[src/rtl/fp_pkg.sv]
// fp_pkg: shared IEEE-754 single-precision field constants, encodings, FSM state and operand classes
package fp_pkg;
    localparam int EXP_W = 8;
    localparam int FRAC_W = 23;
    localparam int BIAS = 127;
    localparam logic [31:0] QNAN = 32'h7FC0_0000;
    localparam logic [31:0] PINF = 32'h7F80_0000;
    localparam int FLAG_INV = 2;
    localparam int FLAG_DBZ = 1;
    localparam int FLAG_UF = 0;
    typedef enum logic [1:0] {IDLE, RUN, DONE} state_e;
    typedef enum logic [2:0] {CLS_CORE, CLS_NAN, CLS_INF, CLS_ZERO, CLS_POW2} cls_e;
    // Denormals fall into CLS_ZERO: they are flushed before taking the reciprocal.
    function automatic cls_e classify(input logic [EXP_W-1:0] e, input logic [FRAC_W-1:0] f);
        if (e == '1) return (f != '0) ? CLS_NAN : CLS_INF;
        if (e == '0) return CLS_ZERO;
        return (f == '0) ? CLS_POW2 : CLS_CORE;
    endfunction
endpackage

[src/rtl/fp_recip_pack.sv]
// fp_recip_pack: renormalises a 1.(WL-1) reciprocal mantissa and packs the IEEE-754 result and flags.
module fp_recip_pack
    import fp_pkg::*;
#(
    parameter int WL = 24
) (
    input  logic              sign_i,
    input  logic [EXP_W-1:0]  exp_i,
    input  logic [WL-1:0]     mant_i,
    input  cls_e              cls_i,
    output logic [31:0]       data_o,
    output logic [2:0]        flags_o
);
    localparam logic signed [9:0] E_TOP = 10'(2 * BIAS);
    logic [WL-1:0] ext;
    logic signed [9:0] e_pow2, e_res;
    logic [FRAC_W-1:0] f_res;
    // ext holds the mantissa shifted left by one, so both renormalisation cases slice the same vector.
    always_comb begin
        ext = {mant_i[WL-2:0], 1'b0};
        e_pow2 = E_TOP - $signed({2'b00, exp_i});
        e_res = (cls_i == CLS_POW2 || mant_i[WL-1]) ? e_pow2 : e_pow2 - 10'sd1;
        f_res = (cls_i == CLS_POW2) ? '0 : (mant_i[WL-1] ? ext[WL-1 -: FRAC_W] : ext[WL-2 -: FRAC_W]);
        data_o = '0;
        flags_o = '0;
        case (cls_i)
            CLS_NAN: begin
                data_o = QNAN;
                flags_o[FLAG_INV] = 1'b1;
            end
            CLS_INF: data_o = {sign_i, 31'b0};
            CLS_ZERO: begin
                data_o = PINF | {sign_i, 31'b0};
                flags_o[FLAG_DBZ] = 1'b1;
            end
            default: begin
                data_o = (e_res <= 10'sd0) ? {sign_i, 31'b0} : {sign_i, e_res[7:0], f_res};
                flags_o[FLAG_UF] = (e_res <= 10'sd0);
            end
        endcase
    end
endmodule

[src/rtl/fp_recip_issue.sv]
// fp_recip_issue: single-precision 1/x front/back end around a multicycle reciprocal mantissa core.
// Specials and exact powers of two bypass the core; one operation in flight.
module fp_recip_issue
    import fp_pkg::*;
#(
    parameter int WL = 24,
    parameter int CORE_LAT = 4
) (
    input  logic          CLK,
    input  logic          RST,
    input  logic          CE,
    input  logic          in_valid,
    output logic          in_ready,
    input  logic [31:0]   in_data,
    output logic          out_valid,
    input  logic          out_ready,
    output logic [31:0]   out_data,
    output logic [2:0]    out_flags,
    output logic [WL-1:0] core_din,
    input  logic [WL-1:0] core_dout,
    output logic          core_nrst,
    output logic          core_ce
);
    localparam int PAD = WL - 24;
    localparam logic [3:0] LAST = 4'(CORE_LAT - 1);
    state_e state_q;
    logic [3:0] cnt_q;
    logic [WL-1:0] core_din_q;
    logic [31:0] out_data_q;
    logic [2:0] out_flags_q;
    logic sign_q;
    logic [EXP_W-1:0] exp_q;
    cls_e in_cls, pk_cls;
    logic pk_sign;
    logic [EXP_W-1:0] pk_exp;
    logic [31:0] pk_data;
    logic [2:0] pk_flags;
    assign in_cls = classify(in_data[30:23], in_data[22:0]);
    // The packer sees the incoming operand in IDLE and the latched one while the core runs.
    assign pk_cls = (state_q == RUN) ? CLS_CORE : in_cls;
    assign pk_sign = (state_q == RUN) ? sign_q : in_data[31];
    assign pk_exp = (state_q == RUN) ? exp_q : in_data[30:23];
    fp_recip_pack #(.WL(WL)) u_pack (
        .sign_i (pk_sign),
        .exp_i  (pk_exp),
        .mant_i (core_dout),
        .cls_i  (pk_cls),
        .data_o (pk_data),
        .flags_o(pk_flags)
    );
    always_ff @(posedge CLK) begin
        if (RST) begin
            state_q <= IDLE;
            cnt_q <= '0;
            core_din_q <= '0;
            out_data_q <= '0;
            out_flags_q <= '0;
            sign_q <= 1'b0;
            exp_q <= '0;
        end else if (CE) begin
            case (state_q)
                IDLE: if (in_valid) begin
                    sign_q <= in_data[31];
                    exp_q <= in_data[30:23];
                    if (in_cls == CLS_CORE) begin
                        core_din_q <= WL'({1'b1, in_data[22:0]}) << PAD;
                        cnt_q <= '0;
                        state_q <= RUN;
                    end else begin
                        out_data_q <= pk_data;
                        out_flags_q <= pk_flags;
                        state_q <= DONE;
                    end
                end
                RUN: begin
                    cnt_q <= cnt_q + 4'd1;
                    if (cnt_q == LAST) begin
                        out_data_q <= pk_data;
                        out_flags_q <= pk_flags;
                        state_q <= DONE;
                    end
                end
                DONE: if (out_ready) state_q <= IDLE;
                default: state_q <= IDLE;
            endcase
        end
    end
    assign in_ready = (state_q == IDLE);
    assign out_valid = (state_q == DONE);
    assign out_data = out_data_q;
    assign out_flags = out_flags_q;
    assign core_din = core_din_q;
    // The core is only released while it is computing, so bypass results never wake it.
    assign core_nrst = (state_q == RUN) && !RST;
    assign core_ce = CE;
endmodule

[config.mk]
export PLATFORM = sky130hd
export DESIGN_NAME = fp_recip_issue
export DESIGN_NICKNAME = d
export VERILOG_FILES = /design/src/rtl/fp_pkg.sv /design/src/rtl/fp_recip_pack.sv /design/src/rtl/fp_recip_issue.sv
export SDC_FILE = /design/constraint.sdc
export NUM_CORES = 1
export LEC_CHECK = 0
export CELL_PAD_IN_SITES_DETAIL_PLACEMENT = 0
export CELL_PAD_IN_SITES_GLOBAL_PLACEMENT = 1
export CORE_AREA = 2 2 107 109
export DETAILED_ROUTE_END_ITERATION = 12
export DIE_AREA = 0 0 109 111
export PLACE_DENSITY = 0.81
export REMOVE_ABC_BUFFERS = 1
export SLEW_MARGIN = 20
export SYNTH_ARGS = -nofsm -noshare
export SYNTH_HDL_FRONTEND = slang
export SYNTH_SLANG_ARGS = --single-unit
[constraint.sdc]
create_clock -name CLK -period 7.4 [get_ports CLK]
set_clock_uncertainty 0.2 [all_clocks]
set_input_delay 0.74 -clock CLK [delete_from_list [all_inputs] [get_ports CLK]]
set_output_delay 0.74 -clock CLK [all_outputs]
set_load 0.005 [all_outputs]
# Yosys cells after proc, flatten, opt, wreduce, memory -nomap -nowiden
# Index checks and enable logic that the tools add are counted.
[op_classes]
eq_ne = 13
muxes = 36
n_lt_le_gt_ge = 1
n_reduce_logical = 15
n_shift = 0
div_mod_pow = 0
bitwise = 0
multipliers = 0
add_sub_neg = 3
[ops]
columns = ["op", "count"]
rows = [
  ["2-to-1 mux 32 bit", 3],
  ["one-hot mux 32 bit (3 select lines)", 1],
  ["one-hot mux 32 bit (2 select lines)", 1],
  ["2-to-1 mux 23 bit", 2],
  ["2-to-1 mux 31 bit", 1],
  ["2-to-1 mux 3 bit", 9],
  ["logical NOT 23 bit", 1],
  ["nonzero test 23 bit", 1],
  ["AND reduction 4 bit", 3],
  ["less-or-equal comparator 10 x 1 -> 1 bit, second input constant", 1],
  ["2-to-1 mux 10 bit", 1],
  ["2-to-1 mux 2 bit", 5],
  ["subtractor 10 x 2 -> 10 bit, second input constant", 1],
  ["subtractor 8 x 8 -> 9 bit, first input constant", 1],
  ["== test 8 bit, second input constant", 1],
  ["logical NOT 8 bit", 1],
  ["2-to-1 mux 4 bit", 2],
  ["2-to-1 mux 8 bit", 1],
  ["one-hot mux 4 bit (2 select lines)", 1],
  ["2-to-1 mux 1 bit", 7],
  ["== test 3 x 2 -> 1 bit, second input constant", 2],
  ["!= test 2 x 1 -> 1 bit, second input constant", 3],
  ["one-hot mux 2 bit (3 select lines)", 1],
  ["one-hot mux 3 bit (2 select lines)", 1],
  ["other kinds (16)", 17],
]
[word_totals]
memories = 0
inputBits = 61
latchBits = 0
romBits = 0
word_cells = 75
regBits = 74
output_inout_bits = 63
ram_bits = 0

# Longest topological paths before layout
[logic_depth]
word_depth = 16
depth_mapped = 16
mapped_depth_nobuf = 13

# Modules after synthesis
# From an unflattened synthesis, not the netlist that was laid out.
[hier_totals]
cells_unflattened = 532
hier_area_um2 = 4539.4
[modules_own_cells]
columns = ["module", "cells_each", "n_inst", "area_per_inst_um2", "seq_area_each_um2"]
rows = [
  ["fp_recip_issue", 392, 1, 3606.0, 1481.4],
  ["fp_recip_pack", 140, 1, 933.4, 0.0],
]

# Worst setup path after synthesis
# OpenSTA, ideal clock, no wires.
[synth_path]
path_kind = "register to register"
start = "register state_q[1]"
end = "register out_data_q[10], in the netlist out_data[10]"
path_buffers = 3
period_less_slack_ns = 3.263
setup_ns = 0.096
stages_incl_launch_ff = 17
t_arrival_ns = 2.967
slack_ns = 4.137
required_ns = 7.104
cell_sequence = "dfxtp_1 -> nand2b_1 -> buf_6 -> buf_6 -> mux2i_1 -> inv_1 -> ha_1 -> nand2_1 -> mux2i_4 -> xnor2_1 -> and3_4 -> nand4_1 -> xnor2_1 -> a41o_1 -> and2_4 -> buf_6 -> o41ai_2"
[synth_between]
elab_chain_len = 11
elab_cells_between_ends = 25
cone_classes = "2 x add/sub; 1 x order compare; 8 x eq/ne; 10 x mux; 4 x reduce/logical"
[synth_lines]
columns = ["item", "line_no", "source"]
rows = [
  ["start: declaration", "fp_recip_issue.sv:26", "state_e state_q;"],
  ["start signal: assignment", "fp_recip_issue.sv:53", "state_q <= IDLE;"],
  ["start signal: assignment", "fp_recip_issue.sv:68", "state_q <= RUN;"],
  ["start signal: assignment", "fp_recip_issue.sv:72", "state_q <= DONE;"],
  ["== test 2 x 1 -> 1 bit", "fp_recip_issue.sv:40, fp_recip_issue.sv:42, fp_recip_issue.sv:61", ""],
  ["2-to-1 mux 8 bit / 2-to-1 mux 3 bit (equally long branches)", "fp_recip_issue.sv:42, fp_recip_issue.sv:40", ""],
  ["subtractor 8 x 8 -> 9 bit / == test 3 bit (equally long branches)", "fp_recip_pack.sv:21, fp_recip_pack.sv:22, fp_recip_pack.sv:23", ""],
  ["subtractor 10 x 2 -> 10 bit / logical OR 1 bit (equally long branches)", "fp_recip_pack.sv:22", "e_res = (cls_i == CLS_POW2 || mant_i[WL-1]) ? e_pow2 : e_pow2 - 10'sd1;"],
  ["2-to-1 mux 10 bit", "fp_recip_pack.sv:22", ""],
  ["less-or-equal comparator 10 x 1 -> 1 bit", "fp_recip_pack.sv:37", "data_o = (e_res <= 10'sd0) ? {sign_i, 31'b0} : {sign_i, e_res[7:0], f_res};"],
  ["2-to-1 mux 31 bit", "fp_recip_pack.sv:37", ""],
  ["one-hot mux 32 bit (3 select lines)", "fp_recip_pack.sv:26", "case (cls_i)"],
  ["2-to-1 mux 32 bit", "fp_recip_issue.sv:65", "if (in_cls == CLS_CORE) begin"],
  ["2-to-1 mux 32 bit", "fp_recip_issue.sv:62", "IDLE: if (in_valid) begin"],
  ["one-hot mux 32 bit (2 select lines)", "fp_recip_issue.sv:61", "case (state_q)"],
  ["end signal: assignment", "fp_recip_issue.sv:70", "out_data_q <= pk_data;"],
  ["end signal: assignment", "fp_recip_issue.sv:78", "out_data_q <= pk_data;"],
  ["end: declaration", "fp_recip_issue.sv:29", "logic [31:0] out_data_q;"],
]
# Parallel ways exist; a longest one is shown, timed or not. The select of a mux whose other input is x is not followed.
# A chain may end at the register's enable or synchronous reset.

# Worst setup path after layout
[layout_path]
start = "register state_q[1]"
end = "register out_data_q[23], in the netlist out_data[23]"
[layout_between]
elab_chain_len = 11
elab_cells_between_ends = 24
cone_classes = "2 x add/sub; 1 x order compare; 8 x eq/ne; 9 x mux; 4 x reduce/logical"
[layout_lines]
columns = ["item", "line_no"]
rows = [
  ["== test 2 x 1 -> 1 bit", "fp_recip_issue.sv:40, fp_recip_issue.sv:42, fp_recip_issue.sv:61"],
  ["2-to-1 mux 8 bit / 2-to-1 mux 3 bit (equally long branches)", "fp_recip_issue.sv:42, fp_recip_issue.sv:40"],
  ["subtractor 8 x 8 -> 9 bit / == test 3 bit (equally long branches)", "fp_recip_pack.sv:21, fp_recip_pack.sv:22"],
  ["subtractor 10 x 2 -> 10 bit / logical OR 1 bit (equally long branches)", "fp_recip_pack.sv:22"],
  ["2-to-1 mux 10 bit", "fp_recip_pack.sv:22"],
  ["less-or-equal comparator 10 x 1 -> 1 bit", "fp_recip_pack.sv:37"],
  ["2-to-1 mux 31 bit", "fp_recip_pack.sv:37"],
  ["one-hot mux 32 bit (3 select lines)", "fp_recip_pack.sv:26"],
  ["2-to-1 mux 32 bit", "fp_recip_issue.sv:65"],
  ["2-to-1 mux 32 bit", "fp_recip_issue.sv:62"],
  ["one-hot mux 32 bit (2 select lines)", "fp_recip_issue.sv:61"],
]
# Parallel ways exist; a longest one is shown, timed or not. The select of a mux whose other input is x is not followed.

==> reports/results.ini <==
[outcome]
status = completed

[sta]
setup_slack_ns = 3.33
setup-tns-final_ns = 0
setup-violations-final = 0
worst_slew_pin_slew_ns = 0.897
fmaxAchievable_mhz = 246
period_share_pct = 54.9
rsz_0062_raised_after_global_routing = false
max-slew-margin-rel_pct = 40.2
finalHoldViolations = 0
slew_viol_final = 0
period_minus_slack_ns = 4.07

[clocking]
clk_pin_slew_ns = 0.06
cts_htree_levels = 3
tritoncts_num_sinks = 74
clk-insertion-delay-late_ns = 0.33
hold_buffers = 0
cts_post_setup_buffers_inserted = 0
clockRootBuffer = sky130_fd_sc_hd__clkbuf_16
cts_tree = built
cts.repair.resized = 0
number_of_clock_buffers_inserted_by_tritoncts = 9
max-clock-path-buffers = 2

[yosys]
avgSynthCellArea_um2 = 8.46
yosysWarnings = 0
synth_seq_area_share_pct = 38.7
synth_cells = 453
synth_cell_type_count = 46
mappedNetlistArea_um2 = 3830
postSynthRegisterBits = 74

[placement]
portBuffers = 123
post-place-ws_ns = 3.01
globalplace.congestion = 0.800
cell_count_after_placement = 691
post-dp-hpwl_um = 7380

[min_path]
hold_path_end = core_din[16]
worstHoldPathType = flip-flop to flip-flop
hold-path-cell-count = 2
worst_hold_startpoint = core_din[16]

[route]
count_of_routing_violations_after_the_opening_detailed_route_iteration = 168
via_count = 3542
route.antenna.remaining_nets = 0
post_drt_wl_per_cell_um = 15.0
post_drt_via_cell_ratio = 5.01
remaining_drc_errors = 0
wl_um = 10600
first_pass_iters = 4

[global_route]
global_route.usage.total_pct = 17.9
maximum_number_of_pins_on_one_net_before_global_route_repair = 56
first_global_vias = 3531
grt_pass1_wl_um = 17400
grt_antenna_before_repair = 0
gr-total-overflow = 0

[worst_setup_path]
reg2reg_from = state_q[1]
path_class = flip-flop to flip-flop
crit_arrival_ns = 4.10
r2r_setup_slack_ns = 3.33
r2r-end = out_data[23]
worst_setup_path_start_kind = flip-flop
endpoint_kind = flip-flop
worst-path-max-fanout = 25
worst-endpoint-required_ns = 7.44
ff2ff_path_depth = 12

[die]
start_util_pct = 34.6
die_h_um = 111
num_rows = 39
core-area_um2 = 11100
die_x_um = 109
io-pin-count = 124
floorplan.die_area_um2 = 12100

[cells_and_area]
antennaDiodeCount = 0
area_delta_synth_final_pct = 42.0
multi_input_gate_area_in_the_final_layout_um2 = 2160
final_net_count = 624
finish.cell_count_without_fillers = 707
mostFrequentLayoutCells = sky130_fd_sc_hd__clkdlybuf4s50_1 (122), sky130_fd_sc_hd__nand2_1 (118), sky130_fd_sc_hd__dfxtp_1 (74)
ff_latch_area_um2 = 1480
layout_commonest_cell = sky130_fd_sc_hd__clkdlybuf4s50_1
final.fill_count = 1081
layout-drive-gt1-share_pct = 9.04
postLayoutCoreUtil_pct = 49.1

[power_and_ir_drop]
leakage_nw = 2.08
power_per_cell_area_nw_per_um2 = 190
power.ir.vdd_worst_mv = 0.110

[job]
cap_viol_max_count = 0

[flip-flops by register name, summed over array words and instances (netlist names)]
register,count
exp_q,8
out_data,32
core_din,24
state_q,2
sign_q,1
out_flags,3
cnt_q,4
[report_power, final]
part	switching, W	total (W)	internal (W)	leakage, nW
logic	0.0000700	0.000141	0.0000710	1.32
clock network	0.000179	0.000478	0.000299	0.158
registers	0.00000622	0.000414	0.000408	0.600
[how the worst max path moves through the flow]
stage | from | endpoint | depth (start not counted) | slack [ns]
5_1_grt | state_q[1] | out_data[25] | 12 | 3.06
6_report | state_q[1] | out_data[23] | 12 | 3.33
3_5_place_dp | in_data[17] | out_data[22] | 9 | 3.01
3_3_place_gp | in_data[17] | out_data[22] | 9 | 3.17
4_1_cts | state_q[1] | out_data[23] | 12 | 3.33
2_1_floorplan | state_q[1] | out_data[29] | 11 | 3.78
[cells in the mapped netlist, drive strengths merged]
cell,number,share of area (%)
and3b,1,0.23
a21oi,44,5.7
and2,4,0.72
a211oi,8,1.6
xnor2,8,1.8
and3,4,0.78
a311oi,1,0.23
nor2,25,2.4
a22oi,1,0.20
o22ai,3,0.49
mux2i,32,9.0
buf,11,2.1
or3,2,0.33
inv,5,0.49
clkbuf,23,2.3
o21a,2,0.39
or4,1,0.20
nor4,7,1.1
o21bai,1,0.20
nand4,5,0.82
nand3b,1,0.20
o41ai,21,8.7
nor3b,5,0.98
a31oi,1,0.56
ha,4,1.3
a41o,1,0.26
nand3,7,0.91
xor2,6,1.4
nor3,7,0.91
dfxtp,74,39
nand2,119,12
o31a,3,0.72
a22o,1,0.23
a21boi,1,0.20
nor2b,4,0.65
o21ai,7,0.91
nand2b,3,0.49
[kinds of logic after synthesis]
kind of cell | share of synthesized area (%)
simple gates | 22.5
compound gates | 20.4
flops | 38.7
buf+inv | 4.87
mux | 9.01
xor+xnor | 3.20
fa+ha+maj | 1.31
[through the flow]
| stage | hold slack, ns | power (W) | cell area (um^2) |
|---|---|---|---|
| final | 0.253 | 0.00103 | 5440 |
| after global routing | 0.272 | 0.00108 | 5440 |
| after CTS | 0.257 | 0.00104 | 5440 |
| after detailed placement | 0.239 | 0.000564 | 5110 |
| after global placement | 0.237 | 0.000562 | 5110 |
| after floorplan | 0.230 | 0.000485 | 3660 |
[final cells by class]
cell class,count,share of cell area (%)
Clock buffer,9,4.14
Clock inverter,7,1.86
Inverter,5,0.345
Multi-Input combinational cell,340,39.8
Sequential cell,74,27.2
Tap cell,143,3.29
Timing Repair Buffer,129,23.4
[per-layer routing]
metal	vias to the layer above	global-route usage, %	part of all wire, %
li1	1801	-	-
met1	1646	23.9	48
met2	87	28.0	45
met3	8	4.29	6.1
met4	0	5.98	1.1
met5	-	0	0
[critical path, stage by stage (launching register included)]
cell and delay [ns]:
sky130_fd_sc_hd__dfxtp_1 0.40, sky130_fd_sc_hd__nand2b_1 0.70, sky130_fd_sc_hd__mux2i_1 0.40, sky130_fd_sc_hd__inv_1 0.14
sky130_fd_sc_hd__ha_1 0.31, sky130_fd_sc_hd__nor2b_1 0.19, sky130_fd_sc_hd__and3b_1 0.21, sky130_fd_sc_hd__and2_1 0.14
sky130_fd_sc_hd__buf_4 0.25, sky130_fd_sc_hd__o21bai_1 0.23, sky130_fd_sc_hd__a21oi_1 0.42, sky130_fd_sc_hd__nand2_1 0.12
sky130_fd_sc_hd__a211oi_1 0.27
(Power assumes the default switching activity.)
